**config.mk**
```make
export PLATFORM = sky130hd
export DESIGN_NAME = mem_arbiter
export DESIGN_NICKNAME = d
export VERILOG_FILES = /design/src/rtl/mem_arbiter.sv
export SDC_FILE = /design/constraint.sdc
export NUM_CORES = 1
export LEC_CHECK = 0
export BUFFER_PORTS_ARGS = -buffer_cell sky130_fd_sc_hd__buf_4
export CAP_MARGIN = 10
export CELL_PAD_IN_SITES_DETAIL_PLACEMENT = 0
export CELL_PAD_IN_SITES_GLOBAL_PLACEMENT = 1
export CORE_MARGIN = 2
export CORE_UTILIZATION = 32
export CTS_BUF_LIST = sky130_fd_sc_hd__clkbuf_4 sky130_fd_sc_hd__clkbuf_8 sky130_fd_sc_hd__clkbuf_16
export DETAILED_ROUTE_END_ITERATION = 6
export PLACE_DENSITY = 0.88
export SLEW_MARGIN = 40
export SYNTH_ARGS = -nofsm -noshare
export SYNTH_HDL_FRONTEND = slang
export SYNTH_SLANG_ARGS = --single-unit
```
**constraint.sdc**
```tcl
create_clock -name axis_aclk -period 2.4 [get_ports axis_aclk]
set_input_delay 0.6 -clock axis_aclk [delete_from_list [all_inputs] [get_ports axis_aclk]]
set_output_delay 0.6 -clock axis_aclk [all_outputs]
set_load 0.02 [all_outputs]
```
**src/rtl/mem_arbiter.sv**
```systemverilog
// mem_arbiter: round-robin arbiter that serialises single-word read/write
// requests from two clients onto the shared memory's write and read ports,
// returning a one-cycle response (with timeout error) to the granted client.
module mem_arbiter #(
  parameter int ADDR_WIDTH = 12,
  parameter int DATA_WIDTH = 32,
  parameter int TIMEOUT    = 16
) (
  input  logic                    axis_aclk,
  input  logic                    axis_areset,

  input  logic                    req0_valid,
  input  logic                    req0_wr,
  input  logic [ADDR_WIDTH-1:0]   req0_addr,
  input  logic [DATA_WIDTH-1:0]   req0_wdata,
  input  logic [DATA_WIDTH/8-1:0] req0_tstrb,
  output logic                    req0_ready,

  input  logic                    req1_valid,
  input  logic                    req1_wr,
  input  logic [ADDR_WIDTH-1:0]   req1_addr,
  input  logic [DATA_WIDTH-1:0]   req1_wdata,
  input  logic [DATA_WIDTH/8-1:0] req1_tstrb,
  output logic                    req1_ready,

  output logic                    rsp0_valid,
  output logic [DATA_WIDTH-1:0]   rsp0_rdata,
  output logic                    rsp0_err,
  output logic                    rsp1_valid,
  output logic [DATA_WIDTH-1:0]   rsp1_rdata,
  output logic                    rsp1_err,

  output logic                    s02_axis_wr_en,
  output logic                    s02_axis_tvalid,
  output logic                    s02_axis_tlast,
  output logic [ADDR_WIDTH-1:0]   s02_axis_wr_addr,
  output logic [DATA_WIDTH-1:0]   s02_axis_wr_tdata,
  output logic [DATA_WIDTH/8-1:0] s02_axis_tstrb,
  input  logic                    s02_axis_tready,

  output logic                    m02_axis_rd_en,
  output logic                    m02_axis_tready,
  output logic [ADDR_WIDTH-1:0]   m02_axis_rd_addr,
  input  logic [DATA_WIDTH-1:0]   m02_axis_rd_tdata,
  input  logic                    m02_axis_tvalid
);

  localparam int STRB_W = DATA_WIDTH / 8;
  localparam int CNT_W  = $clog2(TIMEOUT);
  localparam logic [CNT_W-1:0] CNT_LAST = CNT_W'(TIMEOUT - 1);

  typedef enum logic [1:0] {
    IDLE  = 2'd0,
    WRITE = 2'd1,
    READ  = 2'd2,
    RESP  = 2'd3
  } state_t;

  state_t state, state_nxt;

  // Latched transaction; the WRITE/READ state itself records the direction.
  logic                  lat_id;
  logic [ADDR_WIDTH-1:0] lat_addr;
  logic [DATA_WIDTH-1:0] lat_wdata;
  logic [STRB_W-1:0]     lat_strb;
  logic [CNT_W-1:0]      cnt;
  logic                  last_grant;

  logic [DATA_WIDTH-1:0] rsp0_rdata_q, rsp1_rdata_q;
  logic                  rsp0_err_q, rsp1_err_q;

  // Grant decision and completion strobes
  logic                  grant_vld;
  logic                  grant_id;
  logic                  grant_wr;
  logic                  accept;
  logic                  finish;
  logic                  finish_err;
  logic [DATA_WIDTH-1:0] finish_rdata;

  // Tie goes to the requester that was not served last.
  function automatic logic pick_winner(input logic v0, input logic v1, input logic last);
    if (v0 && v1) return ~last;
    return v1;
  endfunction

  assign grant_vld = req0_valid | req1_valid;
  assign grant_id  = pick_winner(req0_valid, req1_valid, last_grant);
  assign grant_wr  = grant_id ? req1_wr : req0_wr;

  // Next-state decode plus Moore memory controls and handshake outputs
  always_comb begin
    state_nxt       = state;
    accept          = 1'b0;
    finish          = 1'b0;
    finish_err      = 1'b0;
    finish_rdata    = '0;
    req0_ready      = 1'b0;
    req1_ready      = 1'b0;
    rsp0_valid      = 1'b0;
    rsp1_valid      = 1'b0;
    s02_axis_wr_en  = 1'b0;
    s02_axis_tvalid = 1'b0;
    s02_axis_tlast  = 1'b0;
    m02_axis_rd_en  = 1'b0;
    m02_axis_tready = 1'b0;
    case (state)
      IDLE: begin
        if (grant_vld) begin
          accept     = 1'b1;
          req0_ready = ~grant_id;
          req1_ready = grant_id;
          state_nxt  = grant_wr ? WRITE : READ;
        end
      end
      WRITE: begin
        s02_axis_wr_en  = 1'b1;
        s02_axis_tvalid = 1'b1;
        s02_axis_tlast  = 1'b1;
        if (s02_axis_tready) begin
          finish    = 1'b1;
          state_nxt = RESP;
        end else if (cnt == CNT_LAST) begin
          finish     = 1'b1;
          finish_err = 1'b1;
          state_nxt  = RESP;
        end
      end
      READ: begin
        m02_axis_rd_en  = 1'b1;
        m02_axis_tready = 1'b1;
        if (m02_axis_tvalid) begin
          finish       = 1'b1;
          finish_rdata = m02_axis_rd_tdata;
          state_nxt    = RESP;
        end else if (cnt == CNT_LAST) begin
          finish     = 1'b1;
          finish_err = 1'b1;
          state_nxt  = RESP;
        end
      end
      RESP: begin
        rsp0_valid = ~lat_id;
        rsp1_valid = lat_id;
        state_nxt  = IDLE;
      end
      default: state_nxt = IDLE;
    endcase
  end

  // State register
  always_ff @(posedge axis_aclk) begin
    if (axis_areset) state <= IDLE;
    else             state <= state_nxt;
  end

  // Request latch, timeout counter, round-robin pointer and response holding registers
  always_ff @(posedge axis_aclk) begin
    if (axis_areset) begin
      lat_id       <= 1'b0;
      lat_addr     <= '0;
      lat_wdata    <= '0;
      lat_strb     <= '0;
      cnt          <= '0;
      last_grant   <= 1'b1;
      rsp0_rdata_q <= '0;
      rsp0_err_q   <= 1'b0;
      rsp1_rdata_q <= '0;
      rsp1_err_q   <= 1'b0;
    end else begin
      if (accept) begin
        lat_id    <= grant_id;
        lat_addr  <= grant_id ? req1_addr  : req0_addr;
        lat_wdata <= grant_id ? req1_wdata : req0_wdata;
        lat_strb  <= grant_id ? req1_tstrb : req0_tstrb;
        cnt       <= '0;
      end else if (state == WRITE || state == READ) begin
        cnt <= cnt + 1'b1;
      end
      if (finish) begin
        if (lat_id) begin
          rsp1_rdata_q <= finish_rdata;
          rsp1_err_q   <= finish_err;
        end else begin
          rsp0_rdata_q <= finish_rdata;
          rsp0_err_q   <= finish_err;
        end
      end
      if (state == RESP) last_grant <= lat_id;
    end
  end

  assign rsp0_rdata        = rsp0_rdata_q;
  assign rsp0_err          = rsp0_err_q;
  assign rsp1_rdata        = rsp1_rdata_q;
  assign rsp1_err          = rsp1_err_q;
  assign s02_axis_wr_addr  = lat_addr;
  assign s02_axis_wr_tdata = lat_wdata;
  assign s02_axis_tstrb    = lat_strb;
  assign m02_axis_rd_addr  = lat_addr;

endmodule

```
# --- After elaboration in Yosys (flattened, before gate mapping) ---
# Cells that the tools add are included.
totals:
  register_bits: 122
  latch_bits: 0
  ram_bits: 0
  mem_bits_ro: 0
  input_bits: 136
  out_inout_bits: 135
  elab_cells: 59
  mem_count: 0
classes:
  n_addsub: 1
  multipliers: 0
  div_mod_pow: 0
  magnitude_cmp: 0
  eq_ne: 5
  shifts: 0
  n_mux: 32
  bitwise: 4
  n_reduce_logical: 6
ops:
  columns: ["cell", "n"]
  rows:
  - ["$mux W32", 3]
  - ["$mux W1", 19]
  - ["$mux W12", 1]
  - ["$mux W2", 5]
  - ["$pmux W2 S4", 1]
  - ["$add A4 B1 Y4 const B", 1]
  - ["$eq A2 B2 Y1 const B", 2]
  - ["$eq A4 B4 Y1 const B", 1]
  - ["$mux W4", 1]
  - ["$pmux W1 S2", 2]
  - ["$reduce_and A2 Y1", 2]
  - ["$not A1 Y1", 3]
  - ["$eq A2 B1 Y1 const B", 1]
  - ["$logic_not A2 Y1", 1]
  - ["$ne A2 B2 Y1 const B", 1]
  - ["$reduce_or A2 Y1", 1]
  - ["$logic_and A1 B1 Y1", 1]
  - ["$logic_or A1 B1 Y1", 1]
  - ["$or A1 B1 Y1", 1]

# --- Logic depth before layout (Yosys ltp) ---
depth:
  word_depth: 7
  depth_mapped: 8
  mapped_depth_nobuf: 6

# --- Worst setup path before layout ---
# No wires, ideal clock.
synth_timing:
  path_type: "flip-flop to flip-flop"
  from: "reg state[0]"
  to: "reg rsp1_rdata_q[10], in the netlist rsp1_rdata[10]"
  setup_time_ns: 0.072
  t_arrival_ns: 1.902
  t_required_ns: 2.328
  setup_slack_ns: 0.427
  path_stages_with_launch: 9
  n_path_buf: 2
  period_less_slack_ns: 1.973
  path_cell_list: "dfxtp_1 -> inv_1 -> ha_1 -> mux2_4 -> a21oi_2 -> nand2b_4 -> buf_12 -> buf_12 -> mux2i_1"
synth_between:
  elab_chain_len: 3
  elab_cells_between_ends: 5
  cone_classes: "2 x eq/ne; 2 x mux; 1 x reduce/logical"
synth_lines:
  columns: ["item", "line", "text"]
  rows:
  - ["start, declared", "59", "state_t state, state_nxt;"]
  - ["start signal, assigned", "154", "else state <= state_nxt;"]
  - ["$eq A2 B2 Y1 / $eq A2 B1 Y1 (equally long branches)", "107", "case (state)"]
  - ["$pmux W1 S2", "107", null]
  - ["$reduce_and A2 Y1 (no line)", null, null]
  - ["end signal, assigned", "182", "rsp1_rdata_q <= finish_rdata;"]
  - ["end, declared", "69", "logic [DATA_WIDTH-1:0] rsp0_rdata_q, rsp1_rdata_q;"]
# Parallel ways exist; a longest one is shown, timed or not.
# A chain may end at the register's enable or synchronous reset.

# --- Worst setup path in the final report ---
layout_timing:
  from: "reg state[0]"
  to: "out req1_ready"
layout_between:
  elab_chain_len: 2
layout_lines:
  columns: ["item", "line", "text"]
  rows:
  - ["$logic_not A2 Y1", "107", null]
  - ["$mux W1", "107", null]
  - ["end, declared", "24", "output logic req1_ready,"]
# Every way passes these cells.

==> impl_metrics.tcl <==
set metrics [dict create \
    outcome "completed" \
    synth_cells 529 \
    peakVddDrop_v 0.000432 \
    clock_latency_ns 0.41 \
    drc 0 \
    grt_pass1_vias 4249 \
    crit_type "reg2out" \
    antenna_found_initial 0 \
    core_area_mm2 0.0157 \
    ys_ff_latch 122 \
    ys_warn_count 0 \
    fin_crit_sh_pct 91.9 \
    synth.distinct_cells 38 \
    hold_depth 3 \
    vias 4574 \
    holdCritStartpoint "req0_addr[4]" \
    grt_max_degree 68 \
    max_slew_margin_pct 56.6 \
    synth-xor-area-share_pct 0.517 \
    yosysMostFrequentCell "nand2_1" \
    finalSetupViolCount 0 \
    hold_path.class "in2reg" \
    end_kind "primary output" \
    num_rows 46 \
    finalHoldViolCount 0 \
    power.leakage_nw 3.66 \
    max_freq_mhz 453 \
    antennaDiodeCount 0 \
    drt_iter0_drc 154 \
    worstPathArrival_ns 1.61 \
    tightest_slew_ns 0.651 \
    reg2reg_to "rsp1_rdata[1]" \
    r2r_cells 7 \
    cts_max_level 4 \
    netlist_area_mm2 0.00508 \
    muxShareOfSynthArea_pct 20.4 \
    clock_skew_ns 0.00889 \
    port_buffers 270 \
    cts_buffer_depth 2 \
    die_x_um 130 \
    post-cts-setup-buffers 0 \
    hpwl_um 10600 \
    gp_congestion 0.776 \
    holdPathEnd "m02_axis_rd_addr[4]" \
    syn_to_final_growth_pct 53.8 \
    wire_per_inst_um 14.4 \
    firstDrtPassIters 5 \
    final_nets 921 \
    ios 271 \
    clock_sinks 122 \
    tritoncts "yes" \
    cellPowerDensity_mw_per_mm2 833 \
    post_route_cells_drive_above_1_share_pct 40.8 \
    avgSynthCellArea_um2 9.61 \
    required_ns 1.80 \
    rsz0062_at_grt "no" \
    slew_violations 0 \
    pre_cts_ws_ns 0.243 \
    synthSimpleGateAreaFrac_pct 13.9 \
    crit_fanout 11 \
    synth_area_leaders "dfxtp_1 (48%), mux2i_1 (20%), nand2_1 (10%), o21ai_0 (3.9%), buf_4 (2.8%)" \
    grt_pass1_wl_um 21700 \
    r2r-start "state[0]" \
    r2r_setup_slack_ns 0.25 \
    synth-seq-area-share_pct 48.0 \
    cts_root_buf "clkbuf_16" \
    wl_um 14500 \
    die_height_um 130 \
    synth-edff-count 0 \
    detail-route-antenna-nets 0 \
    synth_compound_area_share_pct 8.66 \
    path_clk_slew_ns 0.06 \
    synth_top_family_by_area "multiplexers" \
    synth_fa_ha_area_share_pct 1.48 \
    tns_ns 0 \
    fin_crit_ns 2.21 \
    utilization_pct 49.8 \
    via_per_inst 4.54 \
    synth_flop_cell "dfxtp_1" \
    synth_top_area_cell "dfxtp_1" \
    synth-async-reset-ratio_pct 0 \
    numCtsBuffers 17 \
    netlist_top_cells_count "nand2_1 (138), dfxtp_1 (122), mux2i_1 (102), o21ai_0 (40), buf_4 (19)" \
    worst_setup_path_start_kind "register" \
    start_util_pct 32.4 \
    synth_top_area_share_pct 48.0 \
    grt_use_total_pct 16.7 \
    die_area_mm2 0.0169 \
    fin_ws_ns 0.194 \
    max-cap-violations 0 \
    overflow 0 \
    syn_nets 671 \
]
-- kinds of logic after synthesis --
group	after synthesis
AO/OA/AOI/OAI	67
multiplexers	103
XOR/XNOR	3
adder cells (fa/ha/maj)	6
buffers and inverters	55
AND/OR/NAND/NOR	173
flip-flops	122
-- per-layer routing --
| layer | up-vias | part of all wire (%) | global-route usage [%] |
|---|---|---|---|
| li1 | 2290 | - | - |
| met1 | 2075 | 43 | 20.1 |
| met2 | 189 | 47 | 27.0 |
| met3 | 20 | 8.2 | 5.78 |
| met4 | 0 | 2.4 | 7.59 |
| met5 | - | 0 | 0 |
-- per-stage QoR --
stage	power [mW]	hold slack (ns)	std cells	area (um2)
finish	6.52	0.449	1008	7820
global route	6.82	0.439	1008	7820
CTS	6.61	0.429	1008	7820
detailed placement	3.87	0.443	976	7190
global placement	3.86	0.434	976	7190
floorplan	3.25	0.485	529	5080
-- cell usage in the layout, fill, tap and decap left out, types with 2 or more instances in the layout --
master      synthesis  final
and3_1              2      2
dfxtp_1           122    122
xor2_1              2      2
nor2b_1             3      3
a211o_1             2      2
clkinv_2            0      2
nor2_1             17     17
o21ai_0            40     40
clkbuf_4            0      3
buf_4              19    277
a31o_2              2      2
buf_12              4      4
clkinv_4            0      2
and2_1              4      3
bufinv_16           0      4
clkinvlp_4          0      3
mux2i_1           102    102
a221oi_1            2      2
inv_1               4      4
nand2_1           138    138
clkbuf_16           0     17
nand3_1             3      3
ha_1                6      6
a31oi_1             2      2
a222oi_1           10     10
a22o_1              2      2
-- repair_timing --
action                     4_1_cts  5_1_grt
pin swaps                        0        0
resized for setup                1        1
setup endpoints to repair        1        1
hold buffers                     0        0
gates cloned                     0        0
-- where the power goes --
part / leakage (nW) / total (mW) / internal [mW] / switching [mW]
sequential: 0.993 / 2.31 / 2.19 / 0.113
combinational: 2.36 / 1.51 / 0.697 / 0.810
clock: 0.304 / 2.70 / 1.80 / 0.905
total: 3.66 / 6.52 / 4.69 / 1.83
-- registers in the layout, indices dropped and copies added (netlist names) --
name and cells:
rsp0_rdata 32, s02_axis_tstrb 4, cnt 4, lat_id 1
state 2, rsp0_err 1, last_grant 1, rsp1_err 1
rsp1_rdata 32, s02_axis_wr_tdata 32, m02_axis_rd_addr 12
-- cell type report --
cell class / instances / area, um2
Multi-Input combinational cell: 352 / 2300
Fill cell: 1538 / 7890
Sequential cell: 122 / 2440
Tap cell: 216 / 270
Timing Repair Buffer: 281 / 2160
Inverter: 5 / 18.8
Clock buffer: 21 / 462
Clock inverter: 11 / 170
-- critical path: stages, from the launching register on --
cell and delay [ns]:
dfxtp_1 0.35, inv_1 0.12, ha_1 0.30, and2_4 0.27, buf_4 0.16
-- worst max-delay path by stage --
stage | startpoint | end | slack [ns] | depth (start not counted)
2_1_floorplan | state[0] | rsp1_rdata[10] | 0.43 | 8
3_3_place_gp | req0_valid | req1_ready | 0.31 | 4
3_5_place_dp | state[0] | rsp1_rdata[29] | 0.24 | 7
4_1_cts | state[0] | req1_ready | 0.1 | 4
5_1_grt | state[1] | req1_ready | 0.07 | 4
6_report | state[0] | req1_ready | 0.19 | 4
Power figures use the tool's default switching activity.
